`src/rtl/centroid_div_scheduler_pkg.sv`:
```
// Shared definitions for the tracker's centroid scheduler and the point-grouping stage.
package centroid_div_scheduler_pkg;

  localparam int SUM_W_DEF = 24;
  localparam int CNT_W_DEF = 8;
  localparam int NPOINT    = 4;
  localparam int PT_W      = 16;

  typedef enum logic [1:0] {
    ST_ACCUM   = 2'd0,
    ST_DIVIDE  = 2'd1,
    ST_PUBLISH = 2'd2
  } sched_state_t;

  localparam logic AX_H = 1'b0;
  localparam logic AX_V = 1'b1;

  function automatic logic [2:0] clamp_groups(input logic [2:0] n);
    return (n > 3'd4) ? 3'd4 : n;
  endfunction

endpackage

```
`src/rtl/centroid_div_scheduler_divider.sv`:
```
// Restoring sequential divider: one quotient bit per cycle, done in the 25th cycle counting the start cycle.
module seq_divider
  import centroid_div_scheduler_pkg::*;
#(
  parameter int SUM_W = SUM_W_DEF,
  parameter int CNT_W = CNT_W_DEF
) (
  input  logic             CLK,
  input  logic             RST,
  input  logic             start,
  input  logic [SUM_W-1:0] dividend,
  input  logic [CNT_W-1:0] divisor,
  output logic [SUM_W-1:0] quotient,
  output logic             done
);

  localparam int IW = $clog2(SUM_W);

  logic             busy;
  logic [IW-1:0]    iter;
  logic [CNT_W-1:0] dvs;
  logic [CNT_W-1:0] rem;
  logic [SUM_W-1:0] q;

  logic [CNT_W-1:0] rem_in;
  logic [CNT_W-1:0] d_cur;
  logic [CNT_W-1:0] rem_nxt;
  logic             bit_in;
  logic             q_bit;
  logic [CNT_W:0]   trial;
  logic [CNT_W:0]   diff;

  // The load cycle already resolves the top quotient bit, so 23 more steps finish the job.
  always_comb begin
    rem_in  = busy ? rem : '0;
    d_cur   = busy ? dvs : divisor;
    bit_in  = busy ? q[SUM_W-1] : dividend[SUM_W-1];
    trial   = {rem_in, bit_in};
    diff    = trial - {1'b0, d_cur};
    q_bit   = (trial >= {1'b0, d_cur});
    rem_nxt = q_bit ? diff[CNT_W-1:0] : trial[CNT_W-1:0];
  end

  always_ff @(posedge CLK) begin
    if (RST) begin
      busy <= 1'b0;
      done <= 1'b0;
      iter <= '0;
    end else begin
      done <= 1'b0;
      if (!busy) begin
        if (start) begin
          busy <= 1'b1;
          iter <= IW'(SUM_W - 1);
        end
      end else begin
        iter <= iter - 1'b1;
        if (iter == IW'(1)) begin
          busy <= 1'b0;
          done <= 1'b1;
        end
      end
    end
  end

  always_ff @(posedge CLK) begin
    if (!busy && start) begin
      dvs <= divisor;
      rem <= rem_nxt;
      q   <= {dividend[SUM_W-2:0], q_bit};
    end else if (busy) begin
      rem <= rem_nxt;
      q   <= {q[SUM_W-2:0], q_bit};
    end
  end

  assign quotient = q;

endmodule

```
`src/rtl/centroid_div_scheduler.sv`:
```
// Frame-level centroid scheduler: accumulate run midpoints, divide once per frame end, publish 4 points.
module centroid_div_scheduler
  import centroid_div_scheduler_pkg::*;
#(
  parameter int NGROUP = 4,
  parameter int SUM_W  = SUM_W_DEF,
  parameter int CNT_W  = CNT_W_DEF
) (
  input  logic        CLK,
  input  logic        RST,
  input  logic        VGA_VS,
  input  logic        i_ACC_VALID,
  input  logic [1:0]  i_ACC_GROUP,
  input  logic [15:0] i_ACC_H,
  input  logic [15:0] i_ACC_V,
  input  logic [2:0]  i_GROUP_CNT,
  output logic        o_BUSY,
  output logic        o_DONE,
  output logic [15:0] o_POINTS_H_0,
  output logic [15:0] o_POINTS_H_1,
  output logic [15:0] o_POINTS_H_2,
  output logic [15:0] o_POINTS_H_3,
  output logic [15:0] o_POINTS_V_0,
  output logic [15:0] o_POINTS_V_1,
  output logic [15:0] o_POINTS_V_2,
  output logic [15:0] o_POINTS_V_3,
  output logic [2:0]  o_POINTS_NUM,
  output logic [7:0]  o_DROP_CNT
);

  sched_state_t state, state_nxt;

  logic             rvs;
  logic             frame_end;
  logic [SUM_W-1:0] sum_h [NGROUP];
  logic [SUM_W-1:0] sum_v [NGROUP];
  logic [CNT_W-1:0] cnt   [NGROUP];
  logic [PT_W-1:0]  res_h [NGROUP];
  logic [PT_W-1:0]  res_v [NGROUP];
  logic [PT_W-1:0]  pts_h [NPOINT];
  logic [PT_W-1:0]  pts_v [NPOINT];
  logic [2:0]       n_grp;
  logic [2:0]       n_points;
  logic [1:0]       g;
  logic             axis;
  logic             div_run;
  logic             done_r;
  logic [7:0]       drop_cnt;

  logic             busy;
  logic             div_start;
  logic             div_done;
  logic [SUM_W-1:0] div_q;
  logic [SUM_W-1:0] div_dividend;
  logic             cnt_zero;
  logic             axis_end;
  logic             last_axis;
  logic [PT_W-1:0]  axis_res;
  logic [1:0]       drop_inc;
  logic [8:0]       drop_sum;

  function automatic logic [SUM_W-1:0] sat_add(input logic [SUM_W-1:0] a, input logic [15:0] b);
    logic [SUM_W:0] s;
    s = {1'b0, a} + (SUM_W+1)'(b);
    return s[SUM_W] ? '1 : s[SUM_W-1:0];
  endfunction

  assign frame_end = rvs && !VGA_VS;

  always_comb begin
    cnt_zero     = (cnt[g] == '0);
    axis_end     = (state == ST_DIVIDE) && (div_run ? div_done : cnt_zero);
    axis_res     = div_run ? div_q[PT_W-1:0] : '0;
    last_axis    = (axis == AX_V) && ({1'b0, g} == n_grp - 3'd1);
    div_dividend = (axis == AX_H) ? sum_h[g] : sum_v[g];
    drop_inc     = {1'b0, i_ACC_VALID} + {1'b0, frame_end};
    drop_sum     = {1'b0, drop_cnt} + 9'(drop_inc);
  end

  always_ff @(posedge CLK) begin
    if (RST) state <= ST_ACCUM;
    else     state <= state_nxt;
  end

  always_comb begin
    state_nxt = state;
    case (state)
      ST_ACCUM: begin
        if (frame_end)
          state_nxt = (clamp_groups(i_GROUP_CNT) == 3'd0) ? ST_PUBLISH : ST_DIVIDE;
      end
      ST_DIVIDE: begin
        if (axis_end && last_axis) state_nxt = ST_PUBLISH;
      end
      ST_PUBLISH: state_nxt = ST_ACCUM;
      default:    state_nxt = ST_ACCUM;
    endcase
  end

  always_comb begin
    busy      = (state != ST_ACCUM);
    div_start = (state == ST_DIVIDE) && !div_run && !cnt_zero;
  end

  // Walk H then V for each group; zero-count groups skip the divider in one cycle.
  always_ff @(posedge CLK) begin
    if (RST) begin
      rvs      <= 1'b0;
      n_grp    <= '0;
      g        <= '0;
      axis     <= AX_H;
      div_run  <= 1'b0;
      done_r   <= 1'b0;
      drop_cnt <= '0;
    end else begin
      rvs    <= VGA_VS;
      done_r <= (state == ST_PUBLISH);
      if (state == ST_ACCUM && frame_end) begin
        n_grp   <= clamp_groups(i_GROUP_CNT);
        g       <= '0;
        axis    <= AX_H;
        div_run <= 1'b0;
      end
      if (div_start) div_run <= 1'b1;
      if (axis_end) begin
        div_run <= 1'b0;
        if (axis == AX_H) begin
          axis <= AX_V;
        end else begin
          axis <= AX_H;
          g    <= g + 2'd1;
        end
      end
      if (busy) drop_cnt <= drop_sum[8] ? 8'hFF : drop_sum[7:0];
    end
  end

  always_ff @(posedge CLK) begin
    if (RST || state == ST_PUBLISH) begin
      for (int i = 0; i < NGROUP; i++) begin
        sum_h[i] <= '0;
        sum_v[i] <= '0;
        cnt[i]   <= '0;
      end
    end else if (state == ST_ACCUM && i_ACC_VALID) begin
      sum_h[i_ACC_GROUP] <= sat_add(sum_h[i_ACC_GROUP], i_ACC_H);
      sum_v[i_ACC_GROUP] <= sat_add(sum_v[i_ACC_GROUP], i_ACC_V);
      if (cnt[i_ACC_GROUP] != '1) cnt[i_ACC_GROUP] <= cnt[i_ACC_GROUP] + 1'b1;
    end
  end

  always_ff @(posedge CLK) begin
    if (RST) begin
      for (int i = 0; i < NGROUP; i++) begin
        res_h[i] <= '0;
        res_v[i] <= '0;
      end
    end else if (axis_end) begin
      if (axis == AX_H) res_h[g] <= axis_res;
      else              res_v[g] <= axis_res;
    end
  end

  // Output registers only move on PUBLISH, so they hold steady between done pulses.
  always_ff @(posedge CLK) begin
    if (RST) begin
      for (int i = 0; i < NPOINT; i++) begin
        pts_h[i] <= '0;
        pts_v[i] <= '0;
      end
      n_points <= '0;
    end else if (state == ST_PUBLISH) begin
      for (int i = 0; i < NPOINT; i++) begin
        pts_h[i] <= (3'(i) < n_grp) ? res_h[i] : '0;
        pts_v[i] <= (3'(i) < n_grp) ? res_v[i] : '0;
      end
      n_points <= n_grp;
    end
  end

  seq_divider #(
    .SUM_W(SUM_W),
    .CNT_W(CNT_W)
  ) u_div (
    .CLK     (CLK),
    .RST     (RST),
    .start   (div_start),
    .dividend(div_dividend),
    .divisor (cnt[g]),
    .quotient(div_q),
    .done    (div_done)
  );

  assign o_BUSY       = busy;
  assign o_DONE       = done_r;
  assign o_POINTS_H_0 = pts_h[0];
  assign o_POINTS_H_1 = pts_h[1];
  assign o_POINTS_H_2 = pts_h[2];
  assign o_POINTS_H_3 = pts_h[3];
  assign o_POINTS_V_0 = pts_v[0];
  assign o_POINTS_V_1 = pts_v[1];
  assign o_POINTS_V_2 = pts_v[2];
  assign o_POINTS_V_3 = pts_v[3];
  assign o_POINTS_NUM = n_points;
  assign o_DROP_CNT   = drop_cnt;

endmodule

```
`config.mk`:
```
export PLATFORM = sky130hd
export DESIGN_NAME = centroid_div_scheduler
export DESIGN_NICKNAME = d
export VERILOG_FILES = /design/src/rtl/centroid_div_scheduler_pkg.sv /design/src/rtl/centroid_div_scheduler_divider.sv /design/src/rtl/centroid_div_scheduler.sv
export SDC_FILE = /design/constraint.sdc
export NUM_CORES = 1
export LEC_CHECK = 0
export CAP_MARGIN = 25
export CORE_MARGIN = 8
export CORE_UTILIZATION = 59
export DETAILED_ROUTE_END_ITERATION = 7
export PLACE_DENSITY = 0.8
export SKIP_CTS_REPAIR_TIMING = 1
export SLEW_MARGIN = 20
export SYNTH_ARGS = -nofsm -noshare
export SYNTH_HDL_FRONTEND = slang
export SYNTH_SLANG_ARGS = --single-unit
export TNS_END_PERCENT = 5
```
`constraint.sdc`:
```
create_clock -name CLK -period 7.9 [get_ports CLK]
set_input_delay 1.975 -clock CLK [delete_from_list [all_inputs] [get_ports CLK]]
set_output_delay 1.975 -clock CLK [all_outputs]
set_load 0.01 [all_outputs]
```
# Word-level counts from Yosys, hierarchy flattened
# Memory sizes are Yosys's and may differ from the RTL's. A register that Yosys moved wholly into a read port is not among the register bits.
# Index checks and enable logic that the tools add are counted.
[word_totals] register_bits=69 mem_count=7 out_inout_bits=141 elab_cells=170 inputBits=41 mem_bits_rw=480
[mem_list] name="sum_h" words=4 width=24 rd=2 rd_ports_with_merged_regs=1 wr=4 line_no="centroid_div_scheduler.sv:35" rtl="logic [SUM_W-1:0] sum_h [NGROUP];"
[mem_list] name="sum_v" words=4 width=24 rd=2 rd_ports_with_merged_regs=1 wr=4 line_no="centroid_div_scheduler.sv:36" rtl="logic [SUM_W-1:0] sum_v [NGROUP];"
[mem_list] name="pts_h" words=4 width=16 rd=4 rd_ports_with_merged_regs=0 wr=4 line_no="centroid_div_scheduler.sv:40" rtl="logic [PT_W-1:0] pts_h [NPOINT];"
[mem_list] name="pts_v" words=4 width=16 rd=4 rd_ports_with_merged_regs=0 wr=4 line_no="centroid_div_scheduler.sv:41" rtl="logic [PT_W-1:0] pts_v [NPOINT];"
[mem_list] name="res_h" words=4 width=16 rd=4 rd_ports_with_merged_regs=0 wr=4 line_no="centroid_div_scheduler.sv:38" rtl="logic [PT_W-1:0] res_h [NGROUP];"
[mem_list] name="res_v" words=4 width=16 rd=4 rd_ports_with_merged_regs=0 wr=4 line_no="centroid_div_scheduler.sv:39" rtl="logic [PT_W-1:0] res_v [NGROUP];"
[mem_list] name="+1 memories"
[classes] addsub=9 reduce_logical=30 eq_ne=7 bitwise=9 magnitude_cmp=6 n_mux=87
[op_table] op="$mux W16" n=19
[op_table] op="$mux W24" n=7
[op_table] op="$mux W8" n=7
[op_table] op="$add A24 B16 Y25" n=2
[op_table] op="$reduce_or A24 Y1" n=2
[op_table] op="$mux W1" n=36
[op_table] op="$reduce_or A16 Y1" n=2
[op_table] op="$mux W2" n=14
[op_table] op="$mux W5" n=2
[op_table] op="$reduce_bool A2 Y1" n=5
[op_table] op="$add A8 B2 Y9" n=1
[op_table] op="$ge A9 B8 Y1" n=1
[op_table] op="$logic_and A1 B1 Y1" n=9
[op_table] op="$add A8 B1 Y8 const B" n=1
[op_table] op="$logic_not A8 Y1" n=1
[op_table] op="$ne A8 B8 Y1 const B" n=1
[op_table] op="$or A1 B1 Y1" n=8
[op_table] op="$reduce_or A8 Y1" n=1
[op_table] op="$sub A8 B8 Y8" n=1
[op_table] op="$lt A1 B3 Y1 const A" n=2
[op_table] op="$lt A2 B3 Y1 const A" n=2
[op_table] op="$eq A5 B1 Y1 const B" n=1
[op_table] op="$sub A5 B1 Y5 const B" n=1
[op_table] op="$logic_not A1 Y1" n=4
[op_table] op="16 further kinds" n=18

# Longest topological paths before layout
# Gate-level depths: netlist (run 1).
[depth] word_depth=8 mapped_depth=17 ltp_nobuf=14

# Modules after synthesis
# A second synthesis (run 1) with hierarchy kept.
[hier_totals] hier_cells=1959 hier_area_um2=25961.1
[by_module_without_submodules] module="centroid_div_scheduler" area_each_um2=23542.6 n_inst=1 cells_each=1788 seq_area_each_um2=14854.2
[by_module_without_submodules] module="seq_divider" area_each_um2=2418.6 n_inst=1 cells_each=171 seq_area_each_um2=1341.3

# Worst setup path before layout (run 1)
# No wires, ideal clock.
[synth_path] kind="input port to flip-flop" from="input i_ACC_GROUP[0]" to="memory sum_h[3][0] in the netlist's numbering, enable pin" path_stages=7 t_arrival_ps=6848 required_ps=7380 setup_ps=520 path_buffers=5 slack_ps=532 cell_sequence="buf_4 -> buf_4 -> buf_4 -> buf_1 -> buf_2 -> a31oi_1 -> o21ai_0"
[synth_rtl] item="from (decl)" line_no="centroid_div_scheduler.sv:13" rtl="input logic [1:0] i_ACC_GROUP,"
[synth_rtl] item="to (decl)" line_no="centroid_div_scheduler.sv:35"

==> results of run 1 <==
## worst max-delay path by stage
| stage | depth (start not counted) | slack [ns] | to | start |
|---|---|---|---|---|
| floorplan | 7 | 0.53 | sum_h[3][0] | i_ACC_GROUP[0] |
| global placement | 11 | 1.99 | sum_h[2][15] | i_ACC_GROUP[0] |
| detailed placement | 11 | 1.95 | sum_h[0][13] | i_ACC_GROUP[0] |
| CTS | 11 | 2.55 | sum_h[0][13] | i_ACC_GROUP[0] |
| global route | 10 | 2.25 | sum_h[0][13] | i_ACC_GROUP[0] |
| finish | 11 | 2.48 | sum_h[0][13] | i_ACC_GROUP[1] |
## power breakdown
| part | internal, W | total [W] | switching (W) |
|---|---|---|---|
| Combinational | 0.000303 | 0.000756 | 0.000453 |
| Clock | 0.00128 | 0.00238 | 0.00109 |
| Sequential | 0.00334 | 0.00343 | 0.0000904 |
| Total | 0.00493 | 0.00656 | 0.00164 |
## cell families (layout without fill, tap and decap cells)
group | count (synthesis) | in the layout | share of synthesized area
XOR/XNOR | 39 | 39 | 0.0132
flip-flops | 549 | 549 | 0.625
adder cells (fa/ha/maj) | 50 | 50 | 0.0253
multiplexers | 136 | 136 | 0.107
buffers and inverters | 160 | 360 | 0.0249
other | 0 | 1 | 0
AO/OA/AOI/OAI | 220 | 220 | 0.0534
AND/OR/NAND/NOR | 779 | 779 | 0.150
## flip-flops by register name, indices dropped and copies added, names as in the netlist, 24 cells and up
| register | cells |
|---|---|
| sum_h | 96 |
| sum_v | 96 |
| pts_h | 64 |
| pts_v | 64 |
| res_h | 64 |
| res_v | 64 |
| cnt | 32 |
| u_div.quotient | 24 |
## routing by layer
| layer | up-vias | wire, um | GRT usage |
|---|---|---|---|
| li1 | 7560 | - | - |
| met1 | 8388 | 24000 | 0.317 |
| met2 | 948 | 31200 | 0.414 |
| met3 | 155 | 6010 | 0.0439 |
| met4 | 0 | 2270 | 0.0943 |
| met5 | - | 0 | 0 |
## metrics by stage
| step | instances | power, W |
|---|---|---|
| after floorplan | 1933 | 0.00396 |
| after global placement | 2619 | 0.00419 |
| after detailed placement | 2620 | 0.00423 |
| after CTS | 2717 | 0.00658 |
| after global routing | 2718 | 0.00677 |
| final | 2719 | 0.00656 |
## final cells by class
type | instances | area [um2] | share of cell area
Timing Repair Buffer | 227 | 2160 | 0.0722
Tap cell | 585 | 732 | 0.0244
Clock buffer | 78 | 1450 | 0.0485
Clock inverter | 19 | 163 | 0.00543
Sequential cell | 549 | 16200 | 0.541
Multi-Input combinational cell | 1224 | 9100 | 0.304
Inverter | 36 | 138 | 0.00460
Antenna cell | 1 | 2.50 | 0.0000836
## placed cells by master (no fill, tap or decap), types with 23 or more instances in the layout
master | netlist | final
nor2_1 | 276 | 276
ha_1 | 46 | 46
and2_1 | 114 | 114
edfxtp_1 | 520 | 520
clkbuf_16 | 0 | 54
nand2_1 | 110 | 107
dfxtp_1 | 29 | 26
o21ai_0 | 33 | 29
a21oi_1 | 78 | 78
buf_4 | 3 | 45
and3_1 | 169 | 169
a31oi_1 | 29 | 29
clkbuf_1 | 96 | 23
mux4_2 | 110 | 110
clkdlybuf4s50_1 | 0 | 179
inv_1 | 34 | 33
==> results.ini, run 1 <==
[final_layout]
utilization=0.694
area_growth_pct=15.6
stdcell_area_mm2=0.0299
drive_gt1_frac=0.123
nFillCells=2921
fin_nets=2183

[cts]
clock_path_buffers=3
clock_latency_ns=0.64
clockRootBuffer=clkbuf_16
cts_tree=built
path_clk_slew_ns=0.06
cts_buffers=54
htreeDepth=2
cts_sinks=549

[timing]
setup_viol=0
finalHoldViolCount=0
period_minus_slack_ns=5.42
finClkSkew_ns=0.0333
slew_headroom=0.298
finalCritPeriodShare=0.686
rsz0062_at_grt=no
clock.fmax_mhz=184
tns_ns=0
holdWs_ns=0.515
drv_slew=0
tightestPinTransition_ns=1.05
fin_ws_ns=2.48

[placed_design]
portBuffers=181
place_ws_ns=1.95
placed_cell_area_mm2=0.0283
place.gp.congestion=0.873
dpl.hpwl_um=40400

[worst_setup_path]
crit_path_start_kind=input port
crit_chain=buf_2, buf_4, mux4_2, ha_1, nand2_1, o211ai_1, nand4_1, a21oi_1, and2_1, a21oi_1, nor2_1
cp-end-kind=flip-flop
cp_slowest_cell=and2_1
crit_arrival_ns=5.89
required_ns=8.37
r2r-start=g[0]
r2r_cells=10
crit_family=simple AND/OR/NAND/NOR gates
max_stage_delay_ns=0.75
timing.rr.end=u_div.rem[1]
rrSetupSlack_ns=3.38
path_common_cell=a21oi_1
crit_buf_inv=2
path_max_fanout=30
critPathKind=input port to flip-flop

[floorplanning]
fp-row-count=76
pin_count=182
die-width_um=226
die_y_um=226
die_area_mm2=0.0509
initial_core_util=0.600
core_mm2=0.0432

[global_route]
grt_pass1_vias=16854
overflow=0
antenna_found_initial=1
grt_start_max_net_pins=63
grt_pass1_wl_um=96600
groute.usage.overall=0.246

[synthesis]
postSynthAreaPerCell_um2=13.4
synth_cells=1933
syn_nets=2024
synth_warnings=0
synth.distinct_cells=71
yosys-top-cells-count=edfxtp_1 (520), nor2_1 (276), and3_1 (169), and2_1 (114)
yosysTopAreaCell=edfxtp_1
netlist_area_mm2=0.0259
ys_seq_elements=549
ys_seq_area_frac=0.625
synthTopCellsByArea=edfxtp_1 (60%), mux4_2 (9.6%), and3_1 (4.1%), nor2_1 (4.0%), and2_1 (2.8%)
synth_top_area_frac=0.603
synth_flop_cell=edfxtp_1
async_flop_share=0
synth.most_common_cell=edfxtp_1
synth-edff-count=520

[power_and_ir_drop]
pwr_density_cell_mw_per_mm2=219
ir_drop_v=0.000182
p_leak_nw=11.4

[detailed_routing]
ant_nets=0
first_iter_violations=1997
dr.pass1.iters=5
wirelength_um=63400
vias_per_cell=6.27
num_vias=17051
wl_per_cell_um=23.3
drc=0

[min_path]
whs_path_depth=1
hold_path_end=o_POINTS_NUM[1]
worstHoldStart=o_POINTS_NUM[1]
hold_path.class=flip-flop to flip-flop

[job]
maxCapViolations=0

[status]
status=finished, final reports clean

Power figures use the tool's default switching activity.
==> inputs of run 2 (changes only) <==
==> constraint.sdc (replaced) <==
create_clock -name CLK -period 5.2 [get_ports CLK]
set_input_delay 1.3 -clock CLK [delete_from_list [all_inputs] [get_ports CLK]]
set_output_delay 1.3 -clock CLK [all_outputs]
set_load 0.01 [all_outputs]
==> run 2 against run 1 <==
  * Clock-buffer cell count decreased by 3
  * Design area grew 1.2%
  * Combinational power is 53% higher
  * Highest routed layer unchanged
  * Die area is the same
  * Critical path type unchanged
  * Non-clock buffer count rose by 14
  * Sequential cell count is the same
  * Cell count is 0.48% higher
  * Clock skew shrank 0.022 ns
  * Sequential power rose by 52%
==> results.ini, run 2 (synthesis gave the netlist of run 1 again) <==
[timing]
clock.fmax_mhz=230
drv_slew=0
period_minus_slack_ns=4.34
tightestPinTransition_ns=0.874
finalCritPeriodShare=0.836
rsz0062_at_grt=no
slew_headroom=0.417
setup_viol=0
holdWs_ns=0.502
finalHoldViolCount=0
finClkSkew_ns=0.0109
tns_ns=0

[floorplanning]
pin_count=182
core_mm2=0.0432
initial_core_util=0.600
die_y_um=226
die_area_mm2=0.0509
fp-row-count=76
die-width_um=226

[global_route]
grt_pass1_vias=16990
overflow=0
grt_pass1_wl_um=96900
groute.usage.overall=0.247
grt_start_max_net_pins=58
antenna_found_initial=1

[placed_design]
dpl.hpwl_um=40300
portBuffers=181
place.gp.congestion=0.845

[cts]
clock_path_buffers=3
path_clk_slew_ns=0.06
clock_latency_ns=0.61
cts_sinks=549
clockRootBuffer=clkbuf_16
cts_tree=built
htreeDepth=2
cts_buffers=54

[detailed_routing]
vias_per_cell=6.24
dr.pass1.iters=7
ant_nets=0
wirelength_um=63400
wl_per_cell_um=23.2
num_vias=17051
first_iter_violations=2156
drc=0

[min_path]
worstHoldStart=u_div.iter[4]
whs_path_depth=2
hold_path_end=u_div.iter[4]
hold_path.class=flip-flop to flip-flop

[worst_setup_path]
timing.rr.end=u_div.rem[1]
rrSetupSlack_ns=0.96
cp-end-kind=flip-flop
r2r_cells=11
crit_arrival_ns=4.68
crit_start=i_ACC_GROUP[0]
path_max_fanout=22
crit_path_start_kind=input port
critPathKind=input port to flip-flop
r2r-start=g[1]
required_ns=5.53

[final_layout]
area_growth_pct=17.0
final_cell_mix=edfxtp_1 (520), nor2_1 (276), clkdlybuf4s50_1 (179)
layout_commonest_cell=edfxtp_1
fin_nets=2197
drive_gt1_frac=0.132
n_antenna_cell=0
top_regs=sum_h (96), sum_v (96)
nFillCells=2893

[power_and_ir_drop]
finalPower_w=0.0104
p_leak_nw=11.5
ir_drop_v=0.000299
pwr_density_cell_mw_per_mm2=344

[job]
maxCapViolations=0

[status]
status=finished, final reports clean

==> run 2: worst max-delay path, stage by stage <==
cell	delay [ns]
buf_4	0.38
buf_12	0.24
mux4_2	0.51
ha_1	0.39
a21oi_1	0.22
o21ai_0	0.14
a211oi_1	0.39
a21oi_1	0.25
and2_1	0.20
buf_4	0.20
a211oi_2	0.34
nor2_1	0.09
==> run 2: power by group <==
group	internal, W	switching (W)
clock network	0.00240	0.00166
logic	0.000470	0.000686
registers	0.00508	0.000136
==> run 2: how the worst max path moves through the flow <==
| stage | to | cells past startpoint |
|---|---|---|
| 4_1_cts | sum_h[0][15] | 12 |
| 3_3_place_gp | sum_h[0][15] | 12 |
| 6_report | sum_h[0][15] | 12 |
| 3_5_place_dp | sum_h[0][15] | 12 |
| 5_1_grt | sum_h[2][15] | 12 |
| 2_1_floorplan | sum_v[0][12] | 15 |
==> run 2: stage by stage <==
stage	std cells	util	worst slack, ns	area [um2]
after global routing	2732	0.702	0.627	30300
after global placement	2635	0.660	0.422	28500
after detailed placement	2635	0.660	0.247	28500
final	2732	0.702	0.855	30300
after floorplan	1933	-	0.0753	25900
after CTS	2732	0.702	0.892	30300
==> run 2: layout make-up <==
| cell class | count | area, um2 | area share |
|---|---|---|---|
| flip-flops and latches | 549 | 16200 | 0.535 |
| well taps | 585 | 732 | 0.0242 |
| clock buffers | 75 | 1450 | 0.0479 |
| clock inverters | 22 | 362 | 0.0119 |
| multi-input cells | 1224 | 9100 | 0.300 |
| inverters | 36 | 138 | 0.00454 |
| repair buffers | 241 | 2320 | 0.0765 |
==> run 2: metal layers <==
layer | global-route usage | routed length [um] | vias to the layer above
met2 | 0.412 | 31100 | 925
met4 | 0.104 | 2180 | 0
met1 | 0.322 | 24100 | 8405
met5 | 0 | 0 | -
li1 | - | - | 7574
met3 | 0.0380 | 6100 | 147
==> inputs of run 3 (changes only) <==
==> constraint.sdc (replaced) <==
create_clock -name CLK -period 4.3 [get_ports CLK]
set_input_delay 1.075 -clock CLK [delete_from_list [all_inputs] [get_ports CLK]]
set_output_delay 1.075 -clock CLK [all_outputs]
set_load 0.01 [all_outputs]
==> run 3 against run 2 <==
  * Die area did not move
  * Global-route usage rose by 0.15 points
  * Largest power group unchanged
  * Cell count rose by 2.0%
  * Non-clock buffer count rose by 46
  * Clock-buffer cell count fell by 8
  * Largest cell class unchanged
  * Register-to-register slack got worse by 0.31 ns
  * Setup slack got worse by 0.38 ns
  * Via count rose by 0.49%
  * Critical path depth did not move
  * Power rose by 23%
  * Sequential power rose by 21%
  * Critical endpoint is now sum_h[2][12]
==> results.ini, run 3 (synthesis gave the netlist of run 1 again) <==
[global_route]
groute.usage.overall=0.248
grt_start_max_net_pins=55
overflow=0
grt_pass1_vias=17141
antenna_found_initial=3
grt_pass1_wl_um=97100

[timing]
clock.fmax_mhz=261
tns_ns=0
finClkSkew_ns=0.0182
tightestPinTransition_ns=0.924
finalHoldViolCount=0
finalCritPeriodShare=0.890
setup_viol=0
slew_headroom=0.384
period_minus_slack_ns=3.83
rsz0062_at_grt=no
drv_slew=0

[cts]
clock_latency_ns=0.63
clockRootBuffer=clkbuf_16
clock_path_buffers=3
path_clk_slew_ns=0.06
cts_tree=built
cts_sinks=549
htreeDepth=2
cts_buffers=55

[final_layout]
nFillCells=2784
drive_gt1_frac=0.152
instances_no_fill=2786
fin_nets=2244
seq_area_mm2=0.0162
top_regs=sum_h (96), sum_v (96)
layout_commonest_cell=edfxtp_1
utilization=0.713
multi_input_area_mm2=0.00910
area_growth_pct=18.9
stdcell_area_mm2=0.0308
final_cell_mix=edfxtp_1 (520), nor2_1 (276), clkdlybuf4s50_1 (179)

[detailed_routing]
ant_nets=0
drc=0
vias_per_cell=6.15
first_iter_violations=1796
num_vias=17135
wl_per_cell_um=23.0
wirelength_um=64100
dr.pass1.iters=5

[worst_setup_path]
crit_end=sum_h[2][12]
r2r-start=g[0]
path_max_fanout=10
critPathKind=input port to flip-flop
crit_chain=buf_4, buf_4, mux4_2, ha_1, a21oi_1, o21ai_0, a211oi_1, a21oi_1, and2_1, buf_4, nor2_1, nor2_1
crit_arrival_ns=4.18
required_ns=4.65
crit_start=i_ACC_GROUP[0]
cp_slowest_cell=mux4_2
rrSetupSlack_ns=0.65
crit_path_start_kind=input port
r2r_cells=11
timing.rr.end=u_div.rem[2]
cp-end-kind=flip-flop
path_common_cell=buf_4
max_stage_delay_ns=0.53

[floorplanning]
die_area_mm2=0.0509
fp-row-count=76
die-width_um=226
core_mm2=0.0432
die_y_um=226
initial_core_util=0.600
pin_count=182

[power_and_ir_drop]
ir_drop_v=0.000401
finalPower_w=0.0128
p_leak_nw=11.8
pwr_density_cell_mw_per_mm2=416

[placed_design]
dpl.cell_count=2680
dpl.hpwl_um=40600
portBuffers=181
place.gp.congestion=0.890
placed_cell_area_mm2=0.0289

[min_path]
hold_path.class=flip-flop to flip-flop
worstHoldStart=o_POINTS_NUM[2]

[job]
maxCapViolations=0

[status]
status=finished, final reports clean

## run 3: layer usage
layer,global-route usage,vias to the layer above,part of all wire
met5,0,-,0.00020
met4,0.107,2,0.040
met3,0.0587,147,0.099
met2,0.415,866,0.49
met1,0.308,8421,0.37
li1,-,7699,-
## run 3: worst min-delay path by stage
stage / slack [ns] / cells past startpoint / end
after floorplan: 0.46 / 2 / u_div.iter[4]
after global routing: 0.53 / 1 / o_POINTS_NUM[2]
after global placement: 0.48 / 1 / o_POINTS_NUM[2]
after CTS: 0.49 / 1 / o_POINTS_NUM[2]
after detailed placement: 0.48 / 1 / o_POINTS_NUM[2]
final: 0.49 / 1 / o_POINTS_NUM[2]
## run 3: power breakdown
| group | internal, W | switching (W) |
|---|---|---|
| Clock | 0.00295 | 0.00207 |
| Combinational | 0.000626 | 0.000845 |
| Sequential | 0.00614 | 0.000165 |
| Total | 0.00971 | 0.00308 |
## run 3: layout make-up
cell class / instances / area share
Sequential cell: 549 / 0.526
Multi-Input combinational cell: 1224 / 0.295
Timing Repair Buffer: 287 / 0.0879
Clock buffer: 67 / 0.0469
Tap cell: 585 / 0.0238
Clock inverter: 35 / 0.0150
Inverter: 36 / 0.00447
Antenna cell: 3 / 0.000244
## run 3: stage by stage
stage / hold WS [ns] / setup slack, ns
finish: 0.489 / 0.474
global route: 0.525 / 0.217
CTS: 0.495 / 0.520
detailed placement: 0.481 / -0.117
global placement: 0.476 / -0.0132
floorplan: 0.464 / -0.600
## run 3: worst max-delay path, delay by kind of cell
kind            cells  cell delay, ns
fa+ha+maj           1            0.37
compound gates      4            0.91
simple gates        3            0.62
buf+inv             3            0.64
mux                 1            0.53
==> patch 1 (config.mk and constraints of run 2) <==
Re-encode `sched_state_t` (3 states) as one-hot, 3 bits wide.
--- a/src/rtl/centroid_div_scheduler_pkg.sv
+++ b/src/rtl/centroid_div_scheduler_pkg.sv
@@ -8,6 +8,6 @@
 
-  typedef enum logic [1:0] {
-    ST_ACCUM   = 2'd0,
-    ST_DIVIDE  = 2'd1,
-    ST_PUBLISH = 2'd2
+  typedef enum logic [2:0] {
+    ST_ACCUM   = 3'b001,
+    ST_DIVIDE  = 3'b010,
+    ST_PUBLISH = 3'b100
   } sched_state_t;
Check against the original RTL: same outputs for any inputs over 4 cycles, from zero or initial values and one cycle with RST high; so few cycles prove little.
==> patch 1 against run 2 <==
  * Design area is 0.59% lower
  * Routed wire length is 1.1% lower
  * Sequential power is 2% lower
  * Worst setup slack worse by 0.23 ns
  * Total power is 3.7% lower
  * Sequential cell count is 1 higher
  * Die area is 0.42% lower
  * Sequential share of layout area is 0.38 points higher
  * Area after synthesis is 0.45% lower
  * Critical path type unchanged
  * Largest cell class unchanged
  * Largest power group unchanged
==> patch 1: results (changes against run 2) <==
* Peak supply drop at 0.266 mV (-11%)
* GRT Util Overall at 24.4% (-0.24 points)
* Pre-CTS WS at 0.0315 ns (-0.215 ns)
* Share of cells above drive strength 1 at 13.2% (+0.053 points)
* Capturing point of the worst reg2reg path: u_div.rem[2]
* Final clock skew at 0.0202 ns (+0.00924 ns)
* WP data arrival at 4.90 ns (+0.22 ns)
* Worst reg-to-reg path cell count at 10 (-1)
* PwrDens at 333 mW/mm2 (-3.2%)
* Post-route worst hold slack at 0.505 ns (+0.00259 ns)
* Antenna violations before repair at 0 (-1)
* Mapped Cells at 1,931 (-0.10%)
* Non-clk buf share at 7.38% (-0.27 points)
* Slew HR at 36.1% (-5.7 points)
* Sequential cell area share at 53.9% (+0.38 points)
* Top cells by count, synth: 520 x edfxtp_1, 281 x nor2_1, 157 x and3_1, 129 x nand2_1, 112 x and2_1
* Max incr delay on CP at 0.64 ns (+0.13 ns)
* Fin crit share at 87.9% (+4.3 points)
* Placed Cells incl. Taps at 2,627 (-0.30%)
* Via count of the first global-routing pass at 17.0k (-0.094%)
* Mapped Nets at 2,022 (-0.099%)
* RR Startpoint: g[0]
* Gpl congestion at 0.902 (+6.8%)
* LEAKAGE at 11.5 nW (-0.37%)
* First DRT Iteration DRCs at 2,020 (-6.3%)
* Non-clock buffers at 233 (-3.3%)
* Status: finished clean
* Hold Path Sink: o_POINTS_NUM[0]
* Sink Count at 550 (+0.18%)
* Number of CTS-inserted buffers at 55 (+1.9%)
* Finished Layout Cells at 2,731 (-0.037%)
* Drt total wl at 62.7 mm (-1.1%)
* R2r setup slk at 1.09 ns (+0.13 ns)
* Router iterations before antenna repair at 6 (-1)
* M1 GR Usage at 30.8% (-1.4 points)
* Largest net degree at the start of global routing at 129 (+120%)
* ClkCell Share at 5.90% (-0.085 points)
* Fraction of area in multi-input gates at 29.9% (-0.10 points)
* Worst-Skew Late Latency at 0.61 ns (about the same)
* Count of multi-input gates at 1,220 (-0.33%)
* Layout clock buffers at 66 (-12%)
* Worst path slowest cell: a221oi_1
* Synth top area cells: edfxtp_1 61%, mux4_2 9.5%, nor2_1 4.1%
* Sequential area share after synthesis at 62.9% (+0.36 points)
* Hold path depth at 1 (-1)
* Inverter count at 40 (+11%)
* Crit path to: sum_h[2][7]
* CP max FO at 19 (-14%)
* Placed cell areas at 0.0283 mm2 (-0.54%)
-- patch 1: power by group --
| part | total (mW) | switching [mW] | leakage [nW] | internal [mW] |
|---|---|---|---|---|
| clock network | 3.89 | 1.66 | 0.862 | 2.23 |
| logic | 1.02 | 0.609 | 5.07 | 0.408 |
| registers | 5.12 | 0.0836 | 5.58 | 5.04 |
-- patch 1: cells by family after synthesis --
logic type / Yosys count / share of synthesized area [%]
simple gates: 796 / 15.3
xor+xnor: 36 / 1.22
mux: 135 / 10.8
compound gates: 203 / 4.93
fa+ha+maj: 50 / 2.54
buf+inv: 161 / 2.39
flops: 550 / 62.9
-- patch 1: per-layer routing --
| layer | vias to the layer above | share of wire [%] | wire length, um |
|---|---|---|---|
| met2 | 939 | 50 | 31200 |
| met5 | - | 0 | 0 |
| met4 | 0 | 3.5 | 2220 |
| met1 | 8357 | 37 | 23300 |
| met3 | 151 | 9.5 | 5980 |
| li1 | 7574 | - | - |
==> patch 2 (settings of run 2) <==
Without the edit above. Set the package constant `CNT_W_DEF` to 6 (it was 8).
--- a/src/rtl/centroid_div_scheduler_pkg.sv
+++ b/src/rtl/centroid_div_scheduler_pkg.sv
@@ -4,3 +4,3 @@
   localparam int SUM_W_DEF = 24;
-  localparam int CNT_W_DEF = 8;
+  localparam int CNT_W_DEF = 6;
   localparam int NPOINT    = 4;
Formal check against the unedited RTL: same outputs for any inputs over 4 cycles, from zero or initial values and one cycle with RST high; that may be too few to reach the edited logic, so the function may still have changed.
==> patch 2 against run 2 <==
  * Design area down 3.0%
  * Sequential power down 1%
  * Sequential cell count fell by 12
  * Worst setup slack worse by 0.19 ns
  * Largest power group unchanged
  * Area after synthesis down 2.8%
  * Total power down 2.6%
  * Clock skew is 0.0034 ns higher
  * Routed wire length is 7.7% lower
==> patch 2: results (changes against run 2) <==
* Status: finished clean
* Clock slew at reported path FFs at 0.06 ns (about the same)
* Warnings from Yosys at 0 (unchanged)
* Capturing point of the worst reg2reg path: sum_h[2][17]
* Largest net degree at the start of global routing at 129 (+120%)
* Router iterations before antenna repair at 5 (-2)
* Drt total wl at 58.5 mm (-7.7%)
* First-pass GRT wire length at 90.3 mm (-6.8%)
* Worst reg-to-reg path cell count at 12 (+1)
* Worst-margin pin slew at 0.963 ns (+0.0891 ns)
* Post-detail-place hpwl at 38.9 mm (-3.6%)
* Top cells by count, synth: 508 x edfxtp_1, 283 x nor2_1, 185 x and2_1, 105 x mux4_2, 91 x and3_1
* Final clock skew at 0.0144 ns (+0.00343 ns)
* Post-route worst hold slack at 0.474 ns (-0.0288 ns)
* Hold Path Sink: u_div.iter[4]
* Gpl congestion at 0.884 (+4.6%)
* Hold path depth at 1 (-1)
* Mapped Nets at 1,923 (-5.0%)
* Synth unique cells at 71 (unchanged)
* Regs by FF count: sum_h x96, sum_v x96
* Worst-Skew Late Latency at 0.60 ns
* Antenna violations before repair at 0 (-1)
* HP Class: reg -> reg
* Clock Path Buffers at 3 (unchanged)
* First DRT Iteration DRCs at 1,884 (-13%)
* LEAKAGE at 11.0 nW (-5.1%)
* GRT Util Overall at 23.2% (-1.5 points)
* Fillers at 2,763 (-4.5%)
* RR Startpoint: sum_h[3][0]
* Post-synth ARST share at 0% (unchanged)
* Peak supply drop at 0.226 mV (-25%)
* Vias at 15.9k (-6.7%)
* Total inserted antenna cells at 0 (unchanged)
* CP max FO at 21 (-4.5%)
* Share of cells above drive strength 1 at 12.8% (-0.42 points)
* Synth top area cells: edfxtp_1 61%, mux4_2 9.4%, and2_1 4.6%
* Sequential area share after synthesis at 62.9% (+0.34 points)
* Root buffer cell: clkbuf_16
* Hold path startpoint: u_div.iter[4]
* Number of CTS-inserted buffers at 51 (-5.6%)
* Post-synth EDFFs at 508 (-2.3%)
* Post-synth top flop: edfxtp_1
* R2r setup slk at 1.29 ns (+0.33 ns)
* Port Buffer Count at 181 (unchanged)
* Nets at 2,096 (-4.6%)
* H-tree Lvls at 2 (unchanged)
-- patch 2: how the worst max path moves through the flow --
stage,startpoint,end,slack [ns],depth (start not counted)
2_1_floorplan,i_ACC_GROUP[0],sum_h[0][17],0.02,15
3_3_place_gp,i_ACC_GROUP[0],sum_h[2][11],0.27,13
3_5_place_dp,i_ACC_GROUP[0],sum_h[1][11],0.18,13
4_1_cts,i_ACC_GROUP[0],sum_h[2][17],0.77,13
5_1_grt,i_ACC_GROUP[0],sum_h[2][17],0.51,13
6_report,i_ACC_GROUP[0],sum_h[2][17],0.66,13
-- patch 2: area by class of cell --
class	instances	area (um2)	share of cell area, %
Clock buffer	68	1380	4.70
Clock inverter	24	310	1.06
Tap cell	539	674	2.30
Multi-Input combinational cell	1156	8790	29.9
Timing Repair Buffer	227	2240	7.64
Sequential cell	537	15800	53.9
Inverter	34	130	0.443
-- patch 2: metal layers --
layer  up-vias  wire length, um  global-route usage, %
met5         -                0                      0
met4         0             1630                   7.12
li1       7187                -                      -
met1      7839            22500                   29.4
met2       768            29200                   40.1
met3       123             5130                   4.57
-- patch 2: kinds of logic (layout without fill, tap and decap cells) --
family / after synthesis / count (layout) / share of synthesized area, %
multiplexers: 152 / 152 / 11.5
adder cells (fa/ha/maj): 48 / 48 / 2.50
XOR/XNOR: 34 / 34 / 1.18
flip-flops: 537 / 537 / 62.9
AND/OR/NAND/NOR: 724 / 724 / 14.6
buffers and inverters: 141 / 353 / 2.37
AO/OA/AOI/OAI: 198 / 198 / 4.99
-- patch 2: worst max-delay path, cell delays in order --
cell and delay, ns:
buf_4 0.24, mux4_2 0.55, ha_1 0.23, fa_1 0.41
a21oi_1 0.25, o21ai_0 0.21, a2111oi_0 0.45, buf_4 0.19
or3_1 0.11, a311oi_2 0.12, buf_12 0.20, nor3_1 0.41
nor3_1 0.14
-- patch 2: where the power goes --
| group | internal [mW] | switching, mW | total (mW) | leakage [nW] |
|---|---|---|---|---|
| registers | 5.01 | 0.142 | 5.15 | 5.49 |
| logic | 0.508 | 0.735 | 1.24 | 4.65 |
| clock network | 2.21 | 1.55 | 3.76 | 0.821 |
-- patch 2: per-stage QoR --
step / area (um2) / worst slack [ns] / std cells / power, mW
6_report: 29400 / 0.664 / 2585 / 10.1
5_1_grt: 29400 / 0.513 / 2585 / 10.5
4_1_cts: 29400 / 0.771 / 2584 / 10.2
3_5_place_dp: 27700 / 0.177 / 2492 / 6.46
3_3_place_gp: 27700 / 0.266 / 2492 / 6.40
2_1_floorplan: 25200 / 0.0219 / 1834 / 6.00
